==> src/rtl/trap_pkg.sv <==
// Shared constants for the machine-mode trap controller: CSR addresses,
// cause codes, mstatus field positions, CSR access modes and FSM states.
package trap_pkg;

  localparam logic [11:0] CSR_MSTATUS  = 12'h300;
  localparam logic [11:0] CSR_MIE      = 12'h304;
  localparam logic [11:0] CSR_MTVEC    = 12'h305;
  localparam logic [11:0] CSR_MSCRATCH = 12'h340;
  localparam logic [11:0] CSR_MEPC     = 12'h341;
  localparam logic [11:0] CSR_MCAUSE   = 12'h342;
  localparam logic [11:0] CSR_MTVAL    = 12'h343;
  localparam logic [11:0] CSR_MIP      = 12'h344;

  localparam logic [4:0] CAUSE_ILLEGAL     = 5'd2;
  localparam logic [4:0] CAUSE_LOAD_FAULT  = 5'd5;
  localparam logic [4:0] CAUSE_STORE_FAULT = 5'd7;
  localparam logic [4:0] CAUSE_ECALL_M     = 5'd11;

  localparam int MSTATUS_MIE    = 3;
  localparam int MSTATUS_MPIE   = 7;
  localparam int MSTATUS_MPP_LO = 11;
  localparam int MSTATUS_MPP_HI = 12;

  localparam logic [1:0] WSC_READ  = 2'b00;
  localparam logic [1:0] WSC_WRITE = 2'b01;
  localparam logic [1:0] WSC_SET   = 2'b10;
  localparam logic [1:0] WSC_CLEAR = 2'b11;

  // Trap-entry sequencer states
  localparam logic [1:0] ST_IDLE   = 2'd0;
  localparam logic [1:0] ST_MEPC   = 2'd1;
  localparam logic [1:0] ST_MCAUSE = 2'd2;

endpackage

==> src/rtl/trap_ctrl_unit_if.sv <==
// Core-side bus of the trap controller: CSR access port, trap sources,
// and redirect / flush / stall controls back to the pipeline.
interface trap_ctrl_unit_if #(
  parameter int XLEN    = 32,
  parameter int NUM_IRQ = 4
);
  logic               csr_rw_in;
  logic [1:0]         csr_wsc_mode_in;
  logic               csr_w_imm_mux;
  logic [11:0]        csr_rw_addr_in;
  logic [XLEN-1:0]    csr_w_data_reg;
  logic [4:0]         csr_w_data_imm;
  logic [XLEN-1:0]    csr_r_data_out;
  logic [NUM_IRQ-1:0] irq;
  logic               illegal_inst;
  logic               l_access_fault;
  logic               s_access_fault;
  logic               ecall_m;
  logic               mret;
  logic [XLEN-1:0]    epc_cur;
  logic [XLEN-1:0]    epc_next;
  logic [XLEN-1:0]    bad_addr;
  logic [XLEN-1:0]    bad_inst;
  logic [XLEN-1:0]    PC_redirect;
  logic               redirect_mux;
  logic               reg_FD_flush;
  logic               reg_DE_flush;
  logic               reg_EM_flush;
  logic               reg_MW_flush;
  logic               RegWrite_cancel;
  logic               trap_busy;

  modport master (
    output csr_rw_in, csr_wsc_mode_in, csr_w_imm_mux, csr_rw_addr_in,
           csr_w_data_reg, csr_w_data_imm, irq, illegal_inst, l_access_fault,
           s_access_fault, ecall_m, mret, epc_cur, epc_next, bad_addr, bad_inst,
    input  csr_r_data_out, PC_redirect, redirect_mux, reg_FD_flush, reg_DE_flush,
           reg_EM_flush, reg_MW_flush, RegWrite_cancel, trap_busy
  );

  modport slave (
    input  csr_rw_in, csr_wsc_mode_in, csr_w_imm_mux, csr_rw_addr_in,
           csr_w_data_reg, csr_w_data_imm, irq, illegal_inst, l_access_fault,
           s_access_fault, ecall_m, mret, epc_cur, epc_next, bad_addr, bad_inst,
    output csr_r_data_out, PC_redirect, redirect_mux, reg_FD_flush, reg_DE_flush,
           reg_EM_flush, reg_MW_flush, RegWrite_cancel, trap_busy
  );
endinterface

==> src/rtl/trap_csr_file.sv <==
// M-mode CSR storage: read mux, write/set/clear merge, field masking, and
// the hardware updates made on trap entry, mret and the trap sequence.
module trap_csr_file
  import trap_pkg::*;
#(
  parameter int XLEN     = 32,
  parameter int NUM_IRQ  = 4,
  parameter int IRQ_BASE = 16
) (
  input  logic               clk,
  input  logic               rst,
  input  logic               csr_en_i,
  input  logic [1:0]         csr_mode_i,
  input  logic [11:0]        csr_addr_i,
  input  logic [XLEN-1:0]    csr_op_i,
  output logic [XLEN-1:0]    csr_rdata_o,
  input  logic [NUM_IRQ-1:0] irq_i,
  input  logic               trap_enter_i,
  input  logic               mret_i,
  input  logic               mepc_we_i,
  input  logic [XLEN-1:0]    mepc_wdata_i,
  input  logic               cause_we_i,
  input  logic [XLEN-1:0]    mcause_wdata_i,
  input  logic [XLEN-1:0]    mtval_wdata_i,
  output logic               mstatus_mie_o,
  output logic [NUM_IRQ-1:0] mie_irq_o,
  output logic [XLEN-1:0]    mtvec_o,
  output logic [XLEN-1:0]    mepc_o
);

  // Only MIE, MPIE and MPP exist in mstatus; mie holds only the local lines
  localparam logic [XLEN-1:0] MSTATUS_MASK = (XLEN'(1) << MSTATUS_MIE) |
                                             (XLEN'(1) << MSTATUS_MPIE) |
                                             (XLEN'(3) << MSTATUS_MPP_LO);
  localparam logic [XLEN-1:0] MIE_MASK   = XLEN'((64'd1 << NUM_IRQ) - 64'd1) << IRQ_BASE;
  localparam logic [XLEN-1:0] MTVEC_MASK = ~XLEN'(2);
  localparam logic [XLEN-1:0] MEPC_MASK  = ~XLEN'(3);

  logic [XLEN-1:0] mstatus_q, mstatus_d;
  logic [XLEN-1:0] mie_q, mie_d;
  logic [XLEN-1:0] mtvec_q, mtvec_d;
  logic [XLEN-1:0] mscratch_q, mscratch_d;
  logic [XLEN-1:0] mepc_q, mepc_d;
  logic [XLEN-1:0] mcause_q, mcause_d;
  logic [XLEN-1:0] mtval_q, mtval_d;
  logic [XLEN-1:0] merged;
  logic            do_write;

  // Read mux; unimplemented addresses read zero
  always_comb begin
    csr_rdata_o = '0;
    case (csr_addr_i)
      CSR_MSTATUS:  csr_rdata_o = mstatus_q;
      CSR_MIE:      csr_rdata_o = mie_q;
      CSR_MTVEC:    csr_rdata_o = mtvec_q;
      CSR_MSCRATCH: csr_rdata_o = mscratch_q;
      CSR_MEPC:     csr_rdata_o = mepc_q;
      CSR_MCAUSE:   csr_rdata_o = mcause_q;
      CSR_MTVAL:    csr_rdata_o = mtval_q;
      CSR_MIP:      csr_rdata_o = XLEN'(irq_i) << IRQ_BASE;
      default:      csr_rdata_o = '0;
    endcase
  end

  // Merge the operand with the old value according to the access mode
  always_comb begin
    merged = csr_rdata_o;
    case (csr_mode_i)
      WSC_WRITE: merged = csr_op_i;
      WSC_SET:   merged = csr_rdata_o | csr_op_i;
      WSC_CLEAR: merged = csr_rdata_o & ~csr_op_i;
      default:   merged = csr_rdata_o;
    endcase
  end

  // Set/clear with a zero operand is a pure read
  assign do_write = csr_en_i & ((csr_mode_i == WSC_WRITE) |
                                ((csr_mode_i != WSC_READ) & (csr_op_i != '0)));

  // Next-state of every CSR; the controller never asserts two writers at once
  always_comb begin
    mstatus_d  = mstatus_q;
    mie_d      = mie_q;
    mtvec_d    = mtvec_q;
    mscratch_d = mscratch_q;
    mepc_d     = mepc_q;
    mcause_d   = mcause_q;
    mtval_d    = mtval_q;
    if (do_write) begin
      case (csr_addr_i)
        CSR_MSTATUS:  mstatus_d  = merged & MSTATUS_MASK;
        CSR_MIE:      mie_d      = merged & MIE_MASK;
        CSR_MTVEC:    mtvec_d    = merged & MTVEC_MASK;
        CSR_MSCRATCH: mscratch_d = merged;
        CSR_MEPC:     mepc_d     = merged & MEPC_MASK;
        CSR_MCAUSE:   mcause_d   = merged;
        CSR_MTVAL:    mtval_d    = merged;
        default:      ;
      endcase
    end
    if (trap_enter_i) begin
      mstatus_d[MSTATUS_MPIE]                  = mstatus_q[MSTATUS_MIE];
      mstatus_d[MSTATUS_MIE]                   = 1'b0;
      mstatus_d[MSTATUS_MPP_HI:MSTATUS_MPP_LO] = 2'b11;
    end
    if (mret_i) begin
      mstatus_d[MSTATUS_MIE]  = mstatus_q[MSTATUS_MPIE];
      mstatus_d[MSTATUS_MPIE] = 1'b1;
    end
    if (mepc_we_i) mepc_d = mepc_wdata_i & MEPC_MASK;
    if (cause_we_i) begin
      mcause_d = mcause_wdata_i;
      mtval_d  = mtval_wdata_i;
    end
  end

  // CSR registers, cleared by the asynchronous reset
  always_ff @(posedge clk or posedge rst) begin
    if (rst) begin
      mstatus_q  <= '0;
      mie_q      <= '0;
      mtvec_q    <= '0;
      mscratch_q <= '0;
      mepc_q     <= '0;
      mcause_q   <= '0;
      mtval_q    <= '0;
    end else begin
      mstatus_q  <= mstatus_d;
      mie_q      <= mie_d;
      mtvec_q    <= mtvec_d;
      mscratch_q <= mscratch_d;
      mepc_q     <= mepc_d;
      mcause_q   <= mcause_d;
      mtval_q    <= mtval_d;
    end
  end

  assign mstatus_mie_o = mstatus_q[MSTATUS_MIE];
  assign mie_irq_o     = mie_q[IRQ_BASE +: NUM_IRQ];
  assign mtvec_o       = mtvec_q;
  assign mepc_o        = mepc_q;

endmodule

==> src/rtl/trap_ctrl_unit.sv <==
// Machine-mode trap controller beside the MEM stage: trap arbitration,
// trap-entry sequencing, mret handling, redirect and pipeline flush/stall.
//
//   state     | meaning
//   ----------+-------------------------------------------------------------
//   ST_IDLE   | normal flow; arbitrate traps, serve mret and CSR accesses
//   ST_MEPC   | trap accepted last cycle; mepc <= latched EPC
//   ST_MCAUSE | mcause/mtval <= latched CAUSE/TVAL; redirect to the handler
module trap_ctrl_unit
  import trap_pkg::*;
#(
  parameter int XLEN     = 32,
  parameter int NUM_IRQ  = 4,
  parameter int IRQ_BASE = 16,
  parameter bit VEC_EN   = 1'b1
) (
  input  logic             clk,
  input  logic             rst,
  trap_ctrl_unit_if.slave  bus
);

  logic [1:0]         state_q, state_d;
  logic [XLEN-1:0]    epc_q, epc_d;
  logic [XLEN-1:0]    cause_q, cause_d;
  logic [XLEN-1:0]    tval_q, tval_d;
  logic               idle, exc, int_take, trap, mret_take, csr_take;
  logic [4:0]         exc_code;
  logic [XLEN-2:0]    int_code;
  logic [NUM_IRQ-1:0] irq_pend;
  logic [XLEN-1:0]    csr_op, csr_rdata, mtvec, mepc, trap_target;
  logic               mstatus_mie;
  logic [NUM_IRQ-1:0] mie_irq;

  assign idle      = (state_q == ST_IDLE);
  assign exc       = bus.illegal_inst | bus.l_access_fault | bus.s_access_fault | bus.ecall_m;
  assign irq_pend  = bus.irq & mie_irq;
  assign int_take  = mstatus_mie & (|irq_pend) & ~exc;
  assign trap      = idle & (exc | int_take);
  assign mret_take = idle & bus.mret & ~(exc | int_take);
  assign csr_take  = idle & bus.csr_rw_in & ~bus.mret & ~(exc | int_take);
  assign csr_op    = bus.csr_w_imm_mux ? XLEN'(bus.csr_w_data_imm) : bus.csr_w_data_reg;

  // Fixed exception priority: illegal > load fault > store fault > ecall
  always_comb begin
    exc_code = CAUSE_ECALL_M;
    if (bus.illegal_inst)        exc_code = CAUSE_ILLEGAL;
    else if (bus.l_access_fault) exc_code = CAUSE_LOAD_FAULT;
    else if (bus.s_access_fault) exc_code = CAUSE_STORE_FAULT;
  end

  // Lowest-index pending line wins; scanning downward lets it overwrite last
  always_comb begin
    int_code = '0;
    for (int i = NUM_IRQ - 1; i >= 0; i--) begin
      if (irq_pend[i]) int_code = (XLEN-1)'(IRQ_BASE + i);
    end
  end

  // Trap record captured at acceptance, written out over the next two cycles
  always_comb begin
    epc_d   = epc_q;
    cause_d = cause_q;
    tval_d  = tval_q;
    if (trap) begin
      epc_d   = exc ? bus.epc_cur : bus.epc_next;
      cause_d = exc ? {1'b0, (XLEN-1)'(exc_code)} : {1'b1, int_code};
      if (bus.illegal_inst)                              tval_d = bus.bad_inst;
      else if (bus.l_access_fault | bus.s_access_fault) tval_d = bus.bad_addr;
      else                                               tval_d = '0;
    end
  end

  // Sequencer next state
  always_comb begin
    state_d = state_q;
    case (state_q)
      ST_IDLE:   if (trap) state_d = ST_MEPC;
      ST_MEPC:   state_d = ST_MCAUSE;
      ST_MCAUSE: state_d = ST_IDLE;
      default:   state_d = ST_IDLE;
    endcase
  end

  // State and trap record registers
  always_ff @(posedge clk or posedge rst) begin
    if (rst) begin
      state_q <= ST_IDLE;
      epc_q   <= '0;
      cause_q <= '0;
      tval_q  <= '0;
    end else begin
      state_q <= state_d;
      epc_q   <= epc_d;
      cause_q <= cause_d;
      tval_q  <= tval_d;
    end
  end

  trap_csr_file #(
    .XLEN     (XLEN),
    .NUM_IRQ  (NUM_IRQ),
    .IRQ_BASE (IRQ_BASE)
  ) u_csr (
    .clk            (clk),
    .rst            (rst),
    .csr_en_i       (csr_take),
    .csr_mode_i     (bus.csr_wsc_mode_in),
    .csr_addr_i     (bus.csr_rw_addr_in),
    .csr_op_i       (csr_op),
    .csr_rdata_o    (csr_rdata),
    .irq_i          (bus.irq),
    .trap_enter_i   (trap),
    .mret_i         (mret_take),
    .mepc_we_i      (state_q == ST_MEPC),
    .mepc_wdata_i   (epc_q),
    .cause_we_i     (state_q == ST_MCAUSE),
    .mcause_wdata_i (cause_q),
    .mtval_wdata_i  (tval_q),
    .mstatus_mie_o  (mstatus_mie),
    .mie_irq_o      (mie_irq),
    .mtvec_o        (mtvec),
    .mepc_o         (mepc)
  );

  // Handler address: vectored only for interrupts (cause MSB shifts out)
  always_comb begin
    trap_target = mtvec & ~XLEN'(3);
    if (VEC_EN && mtvec[0] && cause_q[XLEN-1]) trap_target = trap_target + (cause_q << 2);
  end

  // Pipeline controls; everything is held low while in reset
  always_comb begin
    bus.csr_r_data_out  = '0;
    bus.PC_redirect     = '0;
    bus.redirect_mux    = 1'b0;
    bus.reg_FD_flush    = 1'b0;
    bus.reg_DE_flush    = 1'b0;
    bus.reg_EM_flush    = 1'b0;
    bus.reg_MW_flush    = 1'b0;
    bus.RegWrite_cancel = 1'b0;
    bus.trap_busy       = 1'b0;
    if (!rst) begin
      bus.csr_r_data_out = csr_rdata;
      case (state_q)
        ST_IDLE: begin
          if (trap) begin
            bus.reg_FD_flush    = 1'b1;
            bus.reg_DE_flush    = 1'b1;
            bus.reg_EM_flush    = 1'b1;
            bus.reg_MW_flush    = 1'b1;
            bus.RegWrite_cancel = exc;
          end else if (mret_take) begin
            bus.redirect_mux = 1'b1;
            bus.PC_redirect  = mepc;
            bus.reg_FD_flush = 1'b1;
            bus.reg_DE_flush = 1'b1;
            bus.reg_EM_flush = 1'b1;
          end
        end
        ST_MEPC: begin
          bus.reg_FD_flush = 1'b1;
          bus.trap_busy    = 1'b1;
        end
        ST_MCAUSE: begin
          bus.redirect_mux = 1'b1;
          bus.PC_redirect  = trap_target;
          bus.reg_FD_flush = 1'b1;
          bus.trap_busy    = 1'b1;
        end
        default: ;
      endcase
    end
  end

endmodule

==> src/flat_wrapper.sv <==
// flat-port wrapper written by rule: the top's interface ports become plain ports
module trap_ctrl_unit_flat import trap_pkg::*;
#(
  parameter int XLEN     = 32,
  parameter int NUM_IRQ  = 4,
  parameter int IRQ_BASE = 16,
  parameter bit VEC_EN   = 1'b1
)
  (clk, rst, bus_csr_rw_in, bus_csr_wsc_mode_in, bus_csr_w_imm_mux, bus_csr_rw_addr_in, bus_csr_w_data_reg, bus_csr_w_data_imm, bus_irq, bus_illegal_inst, bus_l_access_fault, bus_s_access_fault, bus_ecall_m, bus_mret, bus_epc_cur, bus_epc_next, bus_bad_addr, bus_bad_inst, bus_csr_r_data_out, bus_PC_redirect, bus_redirect_mux, bus_reg_FD_flush, bus_reg_DE_flush, bus_reg_EM_flush, bus_reg_MW_flush, bus_RegWrite_cancel, bus_trap_busy);
  trap_ctrl_unit_if #(.XLEN(XLEN), .NUM_IRQ(NUM_IRQ)) bus_i ();
  input  logic clk;
  input  logic rst;
  input wire logic [$bits(bus_i.csr_rw_in)-1:0] bus_csr_rw_in;
  input wire logic [$bits(bus_i.csr_wsc_mode_in)-1:0] bus_csr_wsc_mode_in;
  input wire logic [$bits(bus_i.csr_w_imm_mux)-1:0] bus_csr_w_imm_mux;
  input wire logic [$bits(bus_i.csr_rw_addr_in)-1:0] bus_csr_rw_addr_in;
  input wire logic [$bits(bus_i.csr_w_data_reg)-1:0] bus_csr_w_data_reg;
  input wire logic [$bits(bus_i.csr_w_data_imm)-1:0] bus_csr_w_data_imm;
  input wire logic [$bits(bus_i.irq)-1:0] bus_irq;
  input wire logic [$bits(bus_i.illegal_inst)-1:0] bus_illegal_inst;
  input wire logic [$bits(bus_i.l_access_fault)-1:0] bus_l_access_fault;
  input wire logic [$bits(bus_i.s_access_fault)-1:0] bus_s_access_fault;
  input wire logic [$bits(bus_i.ecall_m)-1:0] bus_ecall_m;
  input wire logic [$bits(bus_i.mret)-1:0] bus_mret;
  input wire logic [$bits(bus_i.epc_cur)-1:0] bus_epc_cur;
  input wire logic [$bits(bus_i.epc_next)-1:0] bus_epc_next;
  input wire logic [$bits(bus_i.bad_addr)-1:0] bus_bad_addr;
  input wire logic [$bits(bus_i.bad_inst)-1:0] bus_bad_inst;
  output wire logic [$bits(bus_i.csr_r_data_out)-1:0] bus_csr_r_data_out;
  output wire logic [$bits(bus_i.PC_redirect)-1:0] bus_PC_redirect;
  output wire logic [$bits(bus_i.redirect_mux)-1:0] bus_redirect_mux;
  output wire logic [$bits(bus_i.reg_FD_flush)-1:0] bus_reg_FD_flush;
  output wire logic [$bits(bus_i.reg_DE_flush)-1:0] bus_reg_DE_flush;
  output wire logic [$bits(bus_i.reg_EM_flush)-1:0] bus_reg_EM_flush;
  output wire logic [$bits(bus_i.reg_MW_flush)-1:0] bus_reg_MW_flush;
  output wire logic [$bits(bus_i.RegWrite_cancel)-1:0] bus_RegWrite_cancel;
  output wire logic [$bits(bus_i.trap_busy)-1:0] bus_trap_busy;
  assign bus_i.csr_rw_in = bus_csr_rw_in;
  assign bus_i.csr_wsc_mode_in = bus_csr_wsc_mode_in;
  assign bus_i.csr_w_imm_mux = bus_csr_w_imm_mux;
  assign bus_i.csr_rw_addr_in = bus_csr_rw_addr_in;
  assign bus_i.csr_w_data_reg = bus_csr_w_data_reg;
  assign bus_i.csr_w_data_imm = bus_csr_w_data_imm;
  assign bus_i.irq = bus_irq;
  assign bus_i.illegal_inst = bus_illegal_inst;
  assign bus_i.l_access_fault = bus_l_access_fault;
  assign bus_i.s_access_fault = bus_s_access_fault;
  assign bus_i.ecall_m = bus_ecall_m;
  assign bus_i.mret = bus_mret;
  assign bus_i.epc_cur = bus_epc_cur;
  assign bus_i.epc_next = bus_epc_next;
  assign bus_i.bad_addr = bus_bad_addr;
  assign bus_i.bad_inst = bus_bad_inst;
  assign bus_csr_r_data_out = bus_i.csr_r_data_out;
  assign bus_PC_redirect = bus_i.PC_redirect;
  assign bus_redirect_mux = bus_i.redirect_mux;
  assign bus_reg_FD_flush = bus_i.reg_FD_flush;
  assign bus_reg_DE_flush = bus_i.reg_DE_flush;
  assign bus_reg_EM_flush = bus_i.reg_EM_flush;
  assign bus_reg_MW_flush = bus_i.reg_MW_flush;
  assign bus_RegWrite_cancel = bus_i.RegWrite_cancel;
  assign bus_trap_busy = bus_i.trap_busy;
  trap_ctrl_unit #(.XLEN(XLEN), .NUM_IRQ(NUM_IRQ), .IRQ_BASE(IRQ_BASE), .VEC_EN(VEC_EN)) u_core (.clk(clk), .rst(rst), .bus(bus_i));
endmodule
==> config.mk <==
export PLATFORM = sky130hd
export DESIGN_NAME = trap_ctrl_unit_flat
export DESIGN_NICKNAME = d
export VERILOG_FILES = /design/src/rtl/trap_pkg.sv /design/src/rtl/trap_ctrl_unit_if.sv /design/src/rtl/trap_csr_file.sv /design/src/rtl/trap_ctrl_unit.sv /design/src/flat_wrapper.sv
export SDC_FILE = /design/constraint.sdc
export NUM_CORES = 1
export LEC_CHECK = 0
export ABC_AREA = 1
export BUFFER_PORTS_ARGS = -buffer_cell sky130_fd_sc_hd__buf_2
export CORE_ASPECT_RATIO = 1.1
export CORE_UTILIZATION = 30
export DETAILED_ROUTE_END_ITERATION = 10
export HOLD_SLACK_MARGIN = 0.12
export PLACE_DENSITY = 0.44
export SYNTH_ARGS = -nofsm -noshare
export SYNTH_HDL_FRONTEND = slang
export SYNTH_SLANG_ARGS = --single-unit
==> constraint.sdc <==
create_clock -name clk -period 10.15 [get_ports clk]
set_input_delay 0 -clock clk [delete_from_list [all_inputs] [get_ports clk]]
set_output_delay 0 -clock clk [all_outputs]
set_load 0.05 [all_outputs]
* After elaboration in Yosys (flattened, before gate mapping)
Cells that the tools add are included.
** Word-level totals
- Logic and storage cells :: 128
- Input bits :: 192
- Output and inout port bits :: 71
- Flip-flop bits (word level) :: 265
** Operators by class
- Bitwise operators :: 23
- Add/subtract/negate cells :: 1
- Reduce and logical (&&, ||, !) cells :: 23
- Muxes and demuxes :: 55
- Equal/unequal tests :: 14
** Operators by type and width (number)
- two-way mux 32 bit :: 19
- case mux 32 bit (8 select lines) :: 1
- equality test 12 x 10 -> 1 bit, second input constant :: 8
- case mux 32 bit (3 select lines) :: 1
- case mux 32 bit (2 select lines) :: 1
- adder 32 bit :: 1
- AND 32 bit :: 1
- inverter 32 bit :: 1
- OR 32 bit :: 1
- nonzero test 32 bit :: 1
- two-way mux 13 bit :: 2
- two-way mux 5 bit :: 4
- two-way mux 1 bit :: 19
- AND reduction 2 bit :: 8
- nonzero test 2 bit :: 8
- two-way mux 4 bit :: 3
- AND 1 bit :: 10
- equality test 2 bit, second input constant :: 3
- OR 1 bit :: 6
- nonzero test 3 bit :: 2
- AND 4 bit :: 1
- equality test 2 x 1 -> 1 bit, second input constant :: 2
- two-way mux 2 bit :: 2
- case mux 1 bit (2 select lines) :: 2
- other kinds (7) :: 9

* Logic depth before layout (Yosys ltp)
- Depth in word-level cells :: 12
- Mapped depth :: 14

* Hierarchy
From an unflattened synthesis, not the netlist that was laid out.
** Unflattened totals
- Cells, all modules :: 2419
- Area total of the unflattened synthesis :: 15511.1 sq um
** By module, submodules not included
- trap_csr_file :: instances 1, cells an instance 1552, area each 10019.6 sq um, sequential area each 4129.0 sq um
- trap_ctrl_unit :: instances 1, cells an instance 867, area each 5491.5 sq um, sequential area each 1801.7 sq um

* Worst setup path before layout
OpenSTA, ideal clock, no wires.
- Path type :: input to output
- From :: input rst
- To :: output bus_RegWrite_cancel
- Path slack :: 4.316 ns
- Stages on the path :: 4
- Arrival :: 5.834 ns
- Cells stage by stage :: clkbuf_1 inv_1 nand3_1 inv_1
** On the way
- Longest elaborated chain between the ends :: 1
** Ends and longest elaborated chain
- start, declared :: RTL line flat_wrapper.sv:12 : input logic rst;
- two-way mux 1 bit :: RTL line trap_ctrl_unit.sv:142 : if (!rst) begin
- end, declared :: RTL line flat_wrapper.sv:36 : output wire logic [$bits(bus_i.RegWrite_cancel)-1:0] bus_RegWrite_cancel;
No other way between the ends.

* Worst setup path after layout
- From :: input bus_csr_rw_addr_in[4]
- To :: register u_core.u_csr.mie_q[18]
** On the way
- Longest elaborated chain between the ends :: 4
- Elaborated cells between the ends (all ways) :: 13
- Classes of those cells :: 8 x eq/ne; 2 x mux; 2 x bitwise; 1 x reduce/logical
** Ends and longest elaborated chain
- start, declared :: RTL line flat_wrapper.sv:16 : input wire logic [$bits(bus_i.csr_rw_addr_in)-1:0] bus_csr_rw_addr_in;
- equality test 12 x 10 -> 1 bit, on equally long branches :: RTL line trap_csr_file.sv:52, trap_csr_file.sv:90
- case mux 32 bit (8 select lines) :: RTL line trap_csr_file.sv:52 : case (csr_addr_i)
- AND 32 bit or OR 32 bit (tied branches) :: RTL line trap_csr_file.sv:71, trap_csr_file.sv:70
- case mux 32 bit (3 select lines) :: RTL line trap_csr_file.sv:68 : case (csr_mode_i)
- end signal, assigned :: RTL line trap_csr_file.sv:129 : mie_q <= mie_d;
- end, declared :: RTL line trap_csr_file.sv:40 : logic [XLEN-1:0] mie_q, mie_d;
Several ways; a longest one is shown, not always the timed one.
A chain may end at the register's enable or synchronous reset.

==> out/metrics.csv <==
stage;metric;value;unit
timing;RSZ-0062 raised after global routing;false;
routing;# DRC;0;
die;Die Width;209;um
cts;Inserted Clock Buffers;28;
grt;pin count of the biggest net entering global routing;119;
routing;DR WL/cell;20.2;um
grt;met2 usage;39.4;%
worst_setup_path;WS Path Type;in2reg;
finish;Non-Filler Instances;3109;
logic_synthesis;ys async rst share;100;%
cts;CTS resizes;0;
timing;Slew Limit Headroom;27.5;%
run_status;status;finished, final reports clean;
place;DP HPWL;44.4;mm
logic_synthesis;post-synthesis cell count;2120;
place;GPL Wtd Cong;0.883;
cts;H-tree lvl count;1;
place;I/O Buffers;256;
die;Vert. Die Dim;230;um
logic_synthesis;post-synth top area share;41.6;%
die;IO Pins;263;
finish;layout cells sized above 1;14.0;%
routing;Total Routed Length;62.8;mm
logic_synthesis;sequential-to-total area share from yosys stat;41.6;%
timing;clk_skew;13.7;ps
logic_synthesis;Synth Flop Type;dfrtp_1;
die;die area;48000;um2
grt;grt total ovfl;0;
cts;clk buf depth;3;
timing;final slew viol count;0;
power;Peak supply drop;171;uV
timing;Setup Viol. Count Final;0;
timing;total negative slack;0;ps
die;initial core utilization;30.3;%
run;max capacitance violation total;0;
grt;met1 usage;40.2;%
place;placed cells;2870;
routing;ANT nets after route;0;
die;core footprint;46600;um2
timing;post-layout min period;3920;ps
worst_hold_path;HP Class;in2async;
grt;initial antenna violation count;0;
worst_setup_path;CP arrival;4420;ps
worst_setup_path;worst path required time;10650;ps
finish;Nets;2697;
logic_synthesis;synth top area cells;dfrtp_1, nand2_1, nand3_1, nor2_1, o21ai_0;
logic_synthesis;Yosys top cell by area;dfrtp_1;
grt;met3 Use GR;2.42;%
routing;via/cell ratio;5.06;
power;total leakage power;0.00927;uW
worst_setup_path;CP Capture Type;flop;
logic_synthesis;Yosys cell types;34;
logic_synthesis;post-synthesis register bit count;235;
timing;Worst-Margin Slew;1080;ps
power;Tot Pwr;4220;uW
timing;fin crit share;38.6;%
finish;FF+latch area;5880;um2
worst_setup_path;Max FO, Critical Path;32;
grt;busiest grt layer;met1;
grt;vias in the first global route;15100;
cts;Worst-Skew Late Latency;560;ps
timing;Min Hold Slack;137;ps
routing;via count;15700;
logic_synthesis;EDFF count, synth;0;
finish;Antenna diodes;0;
logic_synthesis;Synth warnings;0;
timing;f_max;255;MHz
routing;DR iter-0 viols;1437;
logic_synthesis;synthesized area;14100;um2
finish;Area Growth Syn to Fin;31.8;%
grt;first-pass GRT wire length;95.4;mm
finish;Fill cells;4933;
cts;clk sink count;235;
cts;CTS tree;yes;
timing;Fin. Hold Viols;0;
power;PwrDens;226;nW/um2
grt;GRT Util Overall;26.0;%
logic_synthesis;mean area per synthesized cell;6.67;um2
die;row count;83;
finish;Multi-input gate area;7280;um2
routing;detailed-router iteration count before antenna repair;6;
cts;clk slew on worst S/H paths;60;ps
cts;Root Driver;clkbuf_16;
worst_setup_path;startpoint types;input port;
cts;Setup Fix Bufs, Post-CTS;0;
-- registers in the layout (all words and copies together), names as in the netlist --
| name | count |
|---|---|
| u_core.epc_q | 30 |
| u_core.u_csr.mtval_q | 32 |
| u_core.tval_q | 32 |
| u_core.u_csr.mepc_o | 30 |
| u_core.state_q | 2 |
| u_core.cause_q | 6 |
| u_core.u_csr.mcause_q | 32 |
| u_core.u_csr.mie_q | 4 |
| u_core.u_csr.mtvec_o | 31 |
| u_core.u_csr.mscratch_q | 32 |
| u_core.u_csr.mstatus_q | 4 |
-- repair_timing --
item / in CTS / in global routing
hold buffers: 190 / 0
endpoints found under the setup margin: 0 / 0
endpoints found under the hold margin: 159 / 0
-- worst max-delay path: stages --
cell and delay [ps]:
dlygate4sd3_1 540, buf_2 120, nor2_1 130, dlygate4sd3_1 580
nand2_1 50, dlygate4sd3_1 590, nor2_4 310, nand2_1 100
buf_4 260, o21ai_0 350, nor2_1 160, nand2_1 80
nand2_1 50, nand2_1 370, nand2_1 90, nand2_1 80
dlygate4sd3_1 540
-- final timing paths --
| path | from | endpoint | slack [ps] | cells past startpoint |
|---|---|---|---|---|
| max | bus_csr_rw_addr_in[4] | u_core.u_csr.mie_q[18] | 6230 | 17 |
| min | rst | u_core.u_csr.mepc_o[8] | 140 | 3 |
| max reg2reg | u_core.u_csr.mie_q[18] | u_core.epc_q[17] | 6680 | 10 |
| min reg2reg | u_core.u_csr.mscratch_q[0] | u_core.u_csr.mscratch_q[0] | 470 | 2 |
| max in group asynchronous | rst | u_core.u_csr.mscratch_q[1] | 8570 | 4 |
| min in group clk | bus_csr_w_data_reg[0] | u_core.u_csr.mscratch_q[0] | 160 | 8 |
-- metal layers --
metal / up-vias / part of all wire [%] / wire length [um]
met4: 0 / 1.4 / 903
li1: 7665 / - / -
met5: - / 0 / 0
met2: 529 / 43 / 26900
met1: 7484 / 50 / 31600
met3: 59 / 5.5 / 3460
-- per-stage QoR --
stage | util [%] | area [um2] | setup slack, ps
after CTS | 40.0 | 18600 | 6290
after global placement | 34.0 | 15800 | 6760
final | 40.0 | 18600 | 6230
after floorplan | - | 14100 | 3490
after global routing | 40.0 | 18600 | 6060
after detailed placement | 34.0 | 15800 | 6750
-- where the power goes --
part	internal (uW)	switching, uW	total (uW)
registers	1240	280	1520
logic	651	1030	1690
clock network	592	418	1010
total	2490	1730	4220
-- placed cells by master, fill, tap and decap left out, drive strengths merged, types with 9 or more instances in the layout --
master,netlist,routed
nand2,787,787
nand3,340,340
buf,62,281
dfrtp,235,235
nor2,202,202
dlygate4sd3,0,190
o21ai,134,134
inv,119,119
a21oi,72,72
a31oi,63,63
clkbuf,65,46
nand4,11,11
ha,9,9
-- synth_stat cells, types with 3 or more instances --
cell type  count
nand4_1       11
nor3_1         4
nor2_2         4
dfrtp_1      235
buf_2         37
buf_4         10
o21ai_0      113
nand3_2        3
inv_1        113
ha_1           9
clkbuf_1      65
nand3_1      337
buf_1         13
o21ai_1       21
nand2_1      785
a31oi_1       63
inv_2          6
a21oi_1       72
nor2_1       195
-- area by class of cell --
type / count / share of cell area [%]
clock inverter: 3 / 0.101
multi-input combinational: 1640 / 39.1
inverter: 119 / 2.44
sequential: 235 / 31.5
clock buffer: 46 / 4.77
timing repair buffer: 471 / 18.1
tap: 595 / 3.99
-- cell families after synthesis --
| kind of cell | synth area share [%] |
|---|---|
| simple gates | 39.8 |
| buf+inv | 7.23 |
| other cells | 0.0265 |
| xor+xnor | 0.186 |
| compound gates | 10.3 |
| fa+ha+maj | 0.938 |
| flops | 41.6 |
Note: power is estimated with default switching activity, not from simulation.
